**src/rtl/rs_pkg.sv**
```systemverilog
// Shared types and default widths for the reservation station.
// Entry layout: busy, op, destination tag, two source operands.
package rs_pkg;

  localparam int DATA_WIDTH   = 32;
  localparam int TAG_WIDTH    = 7;
  localparam int OPCODE_WIDTH = 7;

  typedef struct packed {
    logic                  valid;
    logic [TAG_WIDTH-1:0]  tag;
    logic [DATA_WIDTH-1:0] data;
  } operand_t;

  typedef struct packed {
    logic                    busy;
    logic [OPCODE_WIDTH-1:0] op;
    logic [TAG_WIDTH-1:0]    tag;
    operand_t                src1;
    operand_t                src2;
  } rs_entry_t;

endpackage

```
**src/rtl/rs_priority_select.sv**
```systemverilog
// Lowest-index picker: one-hot grant plus encoded index.
// Used for free-slot allocation and for issue selection.
module rs_priority_select #(
  parameter  int N  = 8,
  localparam int IW = (N > 1) ? $clog2(N) : 1
) (
  input  logic [N-1:0]  req,
  output logic [N-1:0]  gnt,
  output logic [IW-1:0] idx
);

  // scan from the top so the lowest set request wins
  always_comb begin
    gnt = '0;
    idx = '0;
    for (int i = N - 1; i >= 0; i--) begin
      if (req[i]) begin
        gnt    = '0;
        gnt[i] = 1'b1;
        idx    = IW'(i);
      end
    end
  end

endmodule

```
**src/rtl/reservation_station.sv**
```systemverilog
// Single-issue reservation station with broadcast snooping.
// Optional same-cycle wakeup: define RS_WAKEUP_BYPASS_EN.
module reservation_station
  import rs_pkg::*;
#(
  parameter int DEPTH        = 8,
  parameter int DATA_WIDTH   = rs_pkg::DATA_WIDTH,
  parameter int TAG_WIDTH    = rs_pkg::TAG_WIDTH,
  parameter int OPCODE_WIDTH = rs_pkg::OPCODE_WIDTH,
  localparam int IW = $clog2(DEPTH),
  localparam int CW = IW + 1
) (
  input  logic                    clk,
  input  logic                    rst,
  input  logic                    halt,
  input  logic                    dispatch_valid,
  output logic                    dispatch_ready,
  input  logic [OPCODE_WIDTH-1:0] dispatch_op,
  input  logic [TAG_WIDTH-1:0]    dispatch_tag,
  input  logic [TAG_WIDTH-1:0]    rs1_tag,
  input  logic [TAG_WIDTH-1:0]    rs2_tag,
  input  logic                    rs1_dataValid,
  input  logic                    rs2_dataValid,
  input  logic [DATA_WIDTH-1:0]   rs1_data,
  input  logic [DATA_WIDTH-1:0]   rs2_data,
  input  logic                    broadcastDataAvailable,
  input  logic [TAG_WIDTH-1:0]    broadcastDestinationTag,
  input  logic [DATA_WIDTH-1:0]   broadcastDestinationData,
  output logic                    issue_valid,
  input  logic                    issue_ready,
  output logic [OPCODE_WIDTH-1:0] issue_op,
  output logic [TAG_WIDTH-1:0]    issue_tag,
  output logic [DATA_WIDTH-1:0]   issue_rs1,
  output logic [DATA_WIDTH-1:0]   issue_rs2,
  output logic [CW-1:0]           occupancy
);

  logic [DEPTH-1:0] busy_q, busy_d;
  logic [DEPTH-1:0] v1_q, v1_d;
  logic [DEPTH-1:0] v2_q, v2_d;

  logic [OPCODE_WIDTH-1:0] op_q [DEPTH];
  logic [OPCODE_WIDTH-1:0] op_d [DEPTH];
  logic [TAG_WIDTH-1:0]    tag_q [DEPTH];
  logic [TAG_WIDTH-1:0]    tag_d [DEPTH];
  logic [TAG_WIDTH-1:0]    t1_q [DEPTH];
  logic [TAG_WIDTH-1:0]    t1_d [DEPTH];
  logic [TAG_WIDTH-1:0]    t2_q [DEPTH];
  logic [TAG_WIDTH-1:0]    t2_d [DEPTH];
  logic [DATA_WIDTH-1:0]   d1_q [DEPTH];
  logic [DATA_WIDTH-1:0]   d1_d [DEPTH];
  logic [DATA_WIDTH-1:0]   d2_q [DEPTH];
  logic [DATA_WIDTH-1:0]   d2_d [DEPTH];

  logic [DEPTH-1:0] hit1, hit2;
  logic [DEPTH-1:0] ok1, ok2;
  logic [DEPTH-1:0] rdy;
  logic [DEPTH-1:0] alloc_gnt, iss_gnt;
  logic [IW-1:0]    alloc_idx, iss_idx;
  logic             in_hit1, in_hit2;
  logic             dispatch_fire, issue_fire;

  // per-entry broadcast match and operand readiness
  always_comb begin
    hit1 = '0;
    hit2 = '0;
    for (int i = 0; i < DEPTH; i++) begin
      hit1[i] = broadcastDataAvailable &
                (t1_q[i] == broadcastDestinationTag);
      hit2[i] = broadcastDataAvailable &
                (t2_q[i] == broadcastDestinationTag);
    end
`ifdef RS_WAKEUP_BYPASS_EN
    ok1 = v1_q | hit1;
    ok2 = v2_q | hit2;
`else
    ok1 = v1_q;
    ok2 = v2_q;
`endif
    rdy = busy_q & ok1 & ok2;
  end

  rs_priority_select #(.N(DEPTH)) u_alloc (
    .req (~busy_q),
    .gnt (alloc_gnt),
    .idx (alloc_idx)
  );

  rs_priority_select #(.N(DEPTH)) u_issue (
    .req (rdy),
    .gnt (iss_gnt),
    .idx (iss_idx)
  );

  assign dispatch_ready = (|alloc_gnt) & ~halt;
  assign issue_valid    = (|iss_gnt) & ~halt;
  assign dispatch_fire  = dispatch_valid & dispatch_ready;
  assign issue_fire     = issue_valid & issue_ready;

  assign in_hit1 = broadcastDataAvailable &
                   (rs1_tag == broadcastDestinationTag);
  assign in_hit2 = broadcastDataAvailable &
                   (rs2_tag == broadcastDestinationTag);

  // issue payload from the selected entry, zero when idle
  always_comb begin
    issue_op  = '0;
    issue_tag = '0;
    issue_rs1 = '0;
    issue_rs2 = '0;
    if (|iss_gnt) begin
      issue_op  = op_q[iss_idx];
      issue_tag = tag_q[iss_idx];
      issue_rs1 = d1_q[iss_idx];
      issue_rs2 = d2_q[iss_idx];
`ifdef RS_WAKEUP_BYPASS_EN
      if (!v1_q[iss_idx]) issue_rs1 = broadcastDestinationData;
      if (!v2_q[iss_idx]) issue_rs2 = broadcastDestinationData;
`endif
    end
  end

  // entries in use
  always_comb begin
    occupancy = '0;
    for (int i = 0; i < DEPTH; i++)
      occupancy = occupancy + CW'(busy_q[i]);
  end

  // next state: snoop, retire the issued slot, allocate a new one
  always_comb begin
    busy_d = busy_q;
    v1_d   = v1_q;
    v2_d   = v2_q;
    for (int i = 0; i < DEPTH; i++) begin
      op_d[i]  = op_q[i];
      tag_d[i] = tag_q[i];
      t1_d[i]  = t1_q[i];
      t2_d[i]  = t2_q[i];
      d1_d[i]  = d1_q[i];
      d2_d[i]  = d2_q[i];
      if (busy_q[i] & ~v1_q[i] & hit1[i]) begin
        v1_d[i] = 1'b1;
        d1_d[i] = broadcastDestinationData;
      end
      if (busy_q[i] & ~v2_q[i] & hit2[i]) begin
        v2_d[i] = 1'b1;
        d2_d[i] = broadcastDestinationData;
      end
    end
    if (issue_fire)
      busy_d = busy_d & ~iss_gnt;
    if (dispatch_fire) begin
      busy_d[alloc_idx] = 1'b1;
      op_d[alloc_idx]   = dispatch_op;
      tag_d[alloc_idx]  = dispatch_tag;
      t1_d[alloc_idx]   = rs1_tag;
      t2_d[alloc_idx]   = rs2_tag;
      v1_d[alloc_idx]   = rs1_dataValid | in_hit1;
      v2_d[alloc_idx]   = rs2_dataValid | in_hit2;
      d1_d[alloc_idx]   = rs1_dataValid ? rs1_data
                                        : broadcastDestinationData;
      d2_d[alloc_idx]   = rs2_dataValid ? rs2_data
                                        : broadcastDestinationData;
    end
  end

  // entry storage, cleared asynchronously
  always_ff @(posedge clk or negedge rst) begin
    if (!rst) begin
      busy_q <= '0;
      v1_q   <= '0;
      v2_q   <= '0;
      for (int i = 0; i < DEPTH; i++) begin
        op_q[i]  <= '0;
        tag_q[i] <= '0;
        t1_q[i]  <= '0;
        t2_q[i]  <= '0;
        d1_q[i]  <= '0;
        d2_q[i]  <= '0;
      end
    end else begin
      busy_q <= busy_d;
      v1_q   <= v1_d;
      v2_q   <= v2_d;
      for (int i = 0; i < DEPTH; i++) begin
        op_q[i]  <= op_d[i];
        tag_q[i] <= tag_d[i];
        t1_q[i]  <= t1_d[i];
        t2_q[i]  <= t2_d[i];
        d1_q[i]  <= d1_d[i];
        d2_q[i]  <= d2_d[i];
      end
    end
  end

endmodule

```
**config.mk**
```make
export PLATFORM = sky130hd
export DESIGN_NAME = reservation_station
export DESIGN_NICKNAME = d
export VERILOG_FILES = /design/src/rtl/rs_pkg.sv /design/src/rtl/rs_priority_select.sv /design/src/rtl/reservation_station.sv
export SDC_FILE = /design/constraint.sdc
export NUM_CORES = 2
export LEC_CHECK = 0
export ABC_CLOCK_PERIOD_IN_PS = 9200
export BUFFER_PORTS_ARGS = -buffer_cell sky130_fd_sc_hd__buf_2
export CORE_MARGIN = 2
export CORE_UTILIZATION = 45
export CTS_BUF_LIST = sky130_fd_sc_hd__clkbuf_4 sky130_fd_sc_hd__clkbuf_8 sky130_fd_sc_hd__clkbuf_16
export DETAILED_ROUTE_END_ITERATION = 10
export SLEW_MARGIN = 20
export SYNTH_ARGS = -nofsm -noshare
export SYNTH_HDL_FRONTEND = slang
export SYNTH_SLANG_ARGS = --single-unit
```
**constraint.sdc**
```tcl
create_clock -name clk -period 9.2 [get_ports clk]
set_clock_uncertainty 0.1 [all_clocks]
set_input_delay 1.38 -clock clk [delete_from_list [all_inputs] [get_ports clk]]
set_output_delay 1.38 -clock clk [all_outputs]
set_load 0.005 [all_outputs]
```
Yosys cells after proc, flatten, opt, wreduce, memory -nomap -nowiden
Index checks and enable logic that the tools add are counted.
W data, S select, Z words.
{ "word_totals": {"regBits": 760, "in_bits": 139, "elab_cells": 268} }
{ "op_classes": {"n_addsub": 7, "magnitude_cmp": 5, "eq_ne": 18, "muxes": 102, "bitwise": 81, "n_reduce_logical": 4} }
{ "op_table": {"columns": ["cell", "n"], "rows": [
  ["$mux W32", 25],
  ["$bwmux W256", 2],
  ["$mux W256", 2],
  ["$bwmux W56", 4],
  ["$bmux W32 S3", 2],
  ["$mux W8", 20],
  ["$eq A7 B7 Y1", 18],
  ["$demux W32 S3", 1],
  ["$and A1 B1 Y1", 54],
  ["$mux W7", 7],
  ["$mux W3", 16],
  ["$bmux W7 S3", 2],
  ["$and A8 B8 Y8", 3],
  ["$demux W7 S3", 1],
  ["$mux W1", 17],
  ["$not A1 Y1", 17],
  ["$add A4 B1 Y4", 4],
  ["$bwmux W8", 2],
  ["$not A8 Y8", 2],
  ["$reduce_or A8 Y1", 2],
  ["$ge A4 B4 Y1 const B", 2],
  ["$not A3 Y4", 2],
  ["$or A8 B8 Y8", 1],
  ["$add A3 B1 Y4", 1],
  ["8 further kinds", 10]
]} }

Depth between registers and ports, before layout
{ "logic_depth": {"word_depth": 16, "ltp_mapped": 10, "depth_no_buf": 8} }

Modules after synthesis
From an unflattened synthesis, not the netlist that was laid out.
{ "unflattened": {"cells_unflattened": 3696, "hier_area_um2": 39334.0} }
{ "modules_own_cells": {"columns": ["module", "n_inst", "cells_per_inst", "area_each_um2", "seq_area_each_um2"], "rows": [
  ["reservation_station", 1, 3654, 39038.7, 19018.2],
  ["rs_priority_select", 2, 21, 147.6, 0.0]
]} }

Least setup slack after synthesis
No wires, ideal clock.
{ "synth_timing": {"path_kind": "register to output", "start": "register busy_q[1]", "end": "output occupancy[2]", "arrival_ns": 2.753, "required_ns": 7.720, "setup_slack_ns": 4.967, "stages_incl_launch_ff": 9, "path_buffers": 0, "path_cell_list": "dfrtp_1 -> fa_1 -> inv_1 -> fa_1 -> fa_1 -> inv_1 -> ha_1 -> fa_1 -> xor2_1"} }
{ "synth_via": {"elab_chain_len": 7} }
{ "synth_lines": {"columns": ["item", "line_no", "source"], "rows": [
  ["start, declared", "reservation_station.sv:38", "logic [DEPTH-1:0] busy_q, busy_d;"],
  ["start signal, assigned", "reservation_station.sv:183", "busy_q <= busy_d;"],
  ["$add A1 B1 Y2", "reservation_station.sv:127", "occupancy = occupancy + CW'(busy_q[i]);"],
  ["$add A2 B1 Y3", "reservation_station.sv:127", null],
  ["$add A3 B1 Y4", "reservation_station.sv:127", null],
  ["$add A4 B1 Y4 (4 in series)", "reservation_station.sv:127", null],
  ["end, declared", "reservation_station.sv:35", "output logic [CW-1:0] occupancy"]
]} }
Every way passes these cells.

Worst setup path in the final report
{ "layout_timing": {"start": "register busy_q[2]", "end": "output issue_rs2[1]"} }
{ "layout_via": {"elab_chain_len": 10, "word_cells_on_any_way": 14, "cone_classes": "mux: 10; bitwise: 3; reduce/logical: 1"} }
{ "layout_lines": {"columns": ["item", "line_no", "source"], "rows": [
  ["$and A8 B8 Y8 (*) (2 in series)", "reservation_station.sv:80", "rdy = busy_q & ok1 & ok2;"],
  ["$mux W3 (3 in series)", "rs_priority_select.sv:17", "if (req[i]) begin"],
  ["$not A3 Y4 (implied by the code)", "reservation_station.sv:115", "issue_rs2 = d2_q[iss_idx];"],
  ["$bmux W32 S3", "reservation_station.sv:115", null],
  ["$mux W32 (implied by the code) (2 in series)", "reservation_station.sv:115", null],
  ["$mux W32 (*)", "reservation_station.sv:111", "if (|iss_gnt) begin"],
  ["end, declared", "reservation_station.sv:34", "output logic [DATA_WIDTH-1:0] issue_rs2,"]
]} }
Every way passes the cells marked *; elsewhere a longest branch is shown, timed or not. The select of a mux whose other input is x is not followed.

==> run summary <==
DETAILED ROUTING
---------------------------------------------------------------------------------
Count of nets left with antenna violations after detail routing ....            0
Total iterations of the first detailed-routing run .................            5
Total detailed-routing wirelength ..................................     130.6 mm
DRC violations left ................................................            0
Via/cell ratio .....................................................        5.911
WL/cell ............................................................     26.11 um
Via Count ..........................................................       29.58k
Drt initial violations .............................................        2,469

WORST SETUP PATH
---------------------------------------------------------------------------------
Flop-to-flop setup slack ...........................................      4.79 ns
Kind of critical path ..............................................      reg2out
Required time at the endpoint of the critical path .................      7.72 ns
Critical path peak fanout ..........................................           50
Worst setup EP type ................................................   output pin
Largest incremental delay on the critical path .....................      0.83 ns
RR Startpoint ......................................................    busy_q[6]
Cell Chain, Critical Path .......................................... and3_1 > nor2_1 > a21oi_4 > buf_4 > mux2_2 > o221ai_1 > o221ai_1 > buf_2
Launching element type of the critical path ........................         flop
Worst Path Arrival .................................................      4.44 ns
Origin of the worst setup path .....................................    busy_q[2]
Most common cell type on the critical path ......................... sky130_fd_sc_hd__o221ai_1
Critical-path cell with the highest stage delay .................... sky130_fd_sc_hd__buf_4

PLACE
---------------------------------------------------------------------------------
Worst setup slack before clock tree synthesis ......................     4.017 ns
HPWL reported at the end of detailed placement .....................     72.74 mm
Input/output buffers ...............................................          222
Placer congestion estimate .........................................       0.8562
Cell Area, Placed ..................................................  42,650 um^2

TIMING
---------------------------------------------------------------------------------
Setup TNS Final ....................................................         0 ns
Fmax ...............................................................    168.8 MHz
Max-slew headroom ..................................................       0.2299
Count of final setup violators .....................................            0
Setup repair after global routing missed its margin ................        false
Number of endpoints with negative hold slack in the final report ...            0
Period utilisation layout ..........................................       0.6437
Slack of the critical path .........................................     3.278 ns
Time the worst path needs with I/O delays and setup ................     5.922 ns
Tightest Pin Transition ............................................     1.155 ns
Max-slew violation total from the final report .....................            0

POWER
---------------------------------------------------------------------------------
Reported net switching power .......................................     6.421 mW
Reported leakage power .............................................     24.27 nW
Power per cell area ................................................ 355.3 nW/um^2
Sequential cell fraction of total power ............................        0.334
Switching power share of the total .................................       0.3954
Internal Power .....................................................     9.820 mW
Clock share of power ...............................................        0.224
Logic gate share of total power ....................................        0.443
Worst voltage drop across the vdd grid .............................     309.8 uV

CLOCKING
---------------------------------------------------------------------------------
Clock-pin slew on the worst setup and hold paths ...................      0.06 ns
CTS Buf Count ......................................................           87
Clock root buffer .................................................. sky130_fd_sc_hd__clkbuf_16
Postcts setup bufs .................................................            0
Maximum number of buffers from clock root to sink ..................            3
CTS H-Tree Depth ...................................................            3
Number of sinks on the clock net ...................................          760
PostCTS Resize Cnt .................................................            0
CTS tree ...........................................................          yes
Clock latency at the later pin of the worst-skew pair ..............      0.67 ns
Hold-fix buffer count after cts ....................................            0

FINISH
---------------------------------------------------------------------------------
Layout Area Growth over Synthesis ..................................       11.33%
Final standard cell area without fillers ...........................  45,710 um^2
Register Area ......................................................  19,020 um^2
Total of fill cells in the finished design .........................        8,203
Final layout net count .............................................        3,900
Share of post-route cells with drive strength above 1 ..............       0.2377
Area taken by multi-input logic gates ..............................  20,520 um^2

DIE
---------------------------------------------------------------------------------
Top-Level Pins .....................................................          223
Die Area ...........................................................  93,680 um^2
Initial core utilization ...........................................       0.4548
Die H ..............................................................     306.1 um
Die Span X .........................................................     306.1 um
Std cell rows ......................................................          110
Area of the placeable core .........................................  90,290 um^2

SYNTHESIS
---------------------------------------------------------------------------------
Ranking of synthesized cells by area ............................... sky130_fd_sc_hd__dfrtp_1 (46%), sky130_fd_sc_hd__mux2i_1 (20%), sky130_fd_sc_hd__mux2_2 (12%)
Post-Synthesis Mean Instance Area ..................................   11.01 um^2
Post-synthesis sequential element count ............................          760
Share of synthesized registers carrying an async set or reset ......        1.000
Gate count after technology mapping ................................        3,730
Most used standard cells in the synthesized netlist ................ sky130_fd_sc_hd__mux2i_1 (807), sky130_fd_sc_hd__dfrtp_1 (760), sky130_fd_sc_hd__mux2_2 (429)
Post-synthesis cell type count .....................................           51
Post-Synthesis Cell Area ...........................................  41,060 um^2
Library cell occupying the most area in the post-synthesis netlist . sky130_fd_sc_hd__dfrtp_1
Nets in the synthesized netlist ....................................        3,877
Fraction of the yosys area taken by sequential cells ...............       0.4632
Most used flip-flop cell after synthesis ........................... sky130_fd_sc_hd__dfrtp_1
Most common cell in the netlist .................................... sky130_fd_sc_hd__mux2i_1
Share of the synthesized area in the top cell type .................       0.4632
Post-synth EDFFs ...................................................            0
YS warnings ........................................................            0

WORST HOLD PATH
---------------------------------------------------------------------------------
Min-delay src ......................................................     tag_q[6]
Type of the worst min-delay path ...................................      reg2reg

GLOBAL ROUTE
---------------------------------------------------------------------------------
Initial antenna violation count ....................................            4
Tot GR Track Use ...................................................       0.2761
Global-route wire length before repair .............................     195.4 mm
Final global-route overflow total ..................................            0
Maximum number of pins on one net before global-route repair .......          167
Number of global-route vias before repair ..........................       29.56k

RUN
---------------------------------------------------------------------------------
Max_cap viols ......................................................            0

STATUS
---------------------------------------------------------------------------------
Result of the run .................................................. complete, no violations

==> layer usage <==
layer	part of all wire	GRT usage	vias up
met4	0.029	0.08333	0
met2	0.47	0.4429	946
li1	-	-	13300
met3	0.060	0.04341	198
met1	0.44	0.3857	15130
met5	0	0	-
==> state kept, by name, summed over array words and instances (netlist names) <==
name	cells
d2_q	256
t1_q	56
d1_q	256
tag_q	56
t2_q	56
busy_q	8
op_q	56
ok2	8
ok1	8
==> placed cells by master (no fill, tap or decap), types with 19 or more instances in the layout <==
cell type / n
sky130_fd_sc_hd__a31oi_1: 62
sky130_fd_sc_hd__a21oi_1: 246
sky130_fd_sc_hd__dfrtp_1: 760
sky130_fd_sc_hd__clkbuf_8: 28
sky130_fd_sc_hd__o221ai_1: 34
sky130_fd_sc_hd__and3_1: 67
sky130_fd_sc_hd__mux2i_1: 807
sky130_fd_sc_hd__buf_2: 221
sky130_fd_sc_hd__clkinv_2: 19
sky130_fd_sc_hd__nand2_1: 357
sky130_fd_sc_hd__clkbuf_16: 88
sky130_fd_sc_hd__xnor2_1: 34
sky130_fd_sc_hd__a22oi_1: 63
sky130_fd_sc_hd__mux2_2: 429
sky130_fd_sc_hd__nand4_1: 19
sky130_fd_sc_hd__nor2_1: 203
sky130_fd_sc_hd__buf_4: 55
sky130_fd_sc_hd__xor2_1: 93
sky130_fd_sc_hd__nand3_1: 75
==> critical path: cells and delay by family (launching register included) <==
family,cells,cell delay (ns)
AOI/OAI and AO/OA,3,1.17
and+or+nand+nor,2,0.56
DFF,1,0.53
buffers and inverters,2,1.07
muxes,1,0.41
==> final timing paths <==
| kind | end | cells after the start |
|---|---|---|
| min in group asynchronous | d1_q[59] | 1 |
| min reg2reg | tag_q[6] | 1 |
| max reg2reg | t2_q[51] | 8 |
| max | issue_rs2[1] | 8 |
| max in group asynchronous | d1_q[102] | 3 |
| min | tag_q[6] | 1 |
==> layout make-up <==
type,count,area share
antenna,3,0.0001642
sequential,760,0.4160
timing repair buffer,283,0.03635
clock inverter,33,0.007116
tap,1176,0.03219
clock buffer,127,0.05841
multi-input combinational,2612,0.4490
inverter,9,0.0007390
==> kinds of logic (layout without fill, tap and decap cells) <==
| family | count (synthesis) | count (layout) | synth area share |
|---|---|---|---|
| flip-flops | 760 | 760 | 0.4632 |
| AO/OA/AOI/OAI | 442 | 442 | 0.06509 |
| buffers and inverters | 358 | 452 | 0.04080 |
| AND/OR/NAND/NOR | 795 | 795 | 0.08523 |
| other | 0 | 3 | 0 |
| XOR/XNOR | 127 | 127 | 0.02709 |
| adder cells (fa/ha/maj) | 8 | 8 | 0.003169 |
| multiplexers | 1240 | 1240 | 0.3155 |
==> metrics by stage <==
step                      utilization  power [mW]  hold WS [ns]  std cells
after floorplan                     -       9.989        0.3640       3730
after global placement         0.4724       12.54        0.3747       4838
after detailed placement       0.4724       12.66        0.3854       4838
after CTS                      0.5056       16.31        0.3981       4998
after global routing           0.5063       17.24        0.4171       5002
final                          0.5063       16.24        0.3982       5003
==> power by group through the flow <==
stage	logic, mW	clock network, mW	registers, mW
2_1_floorplan	4.73	0	5.26
3_3_place_gp	7.13	0	5.41
3_5_place_dp	7.20	0	5.46
4_1_cts	7.23	3.68	5.40
5_1_grt	7.85	3.81	5.58
6_report	7.19	3.63	5.42
Power figures use the tool's default switching activity.
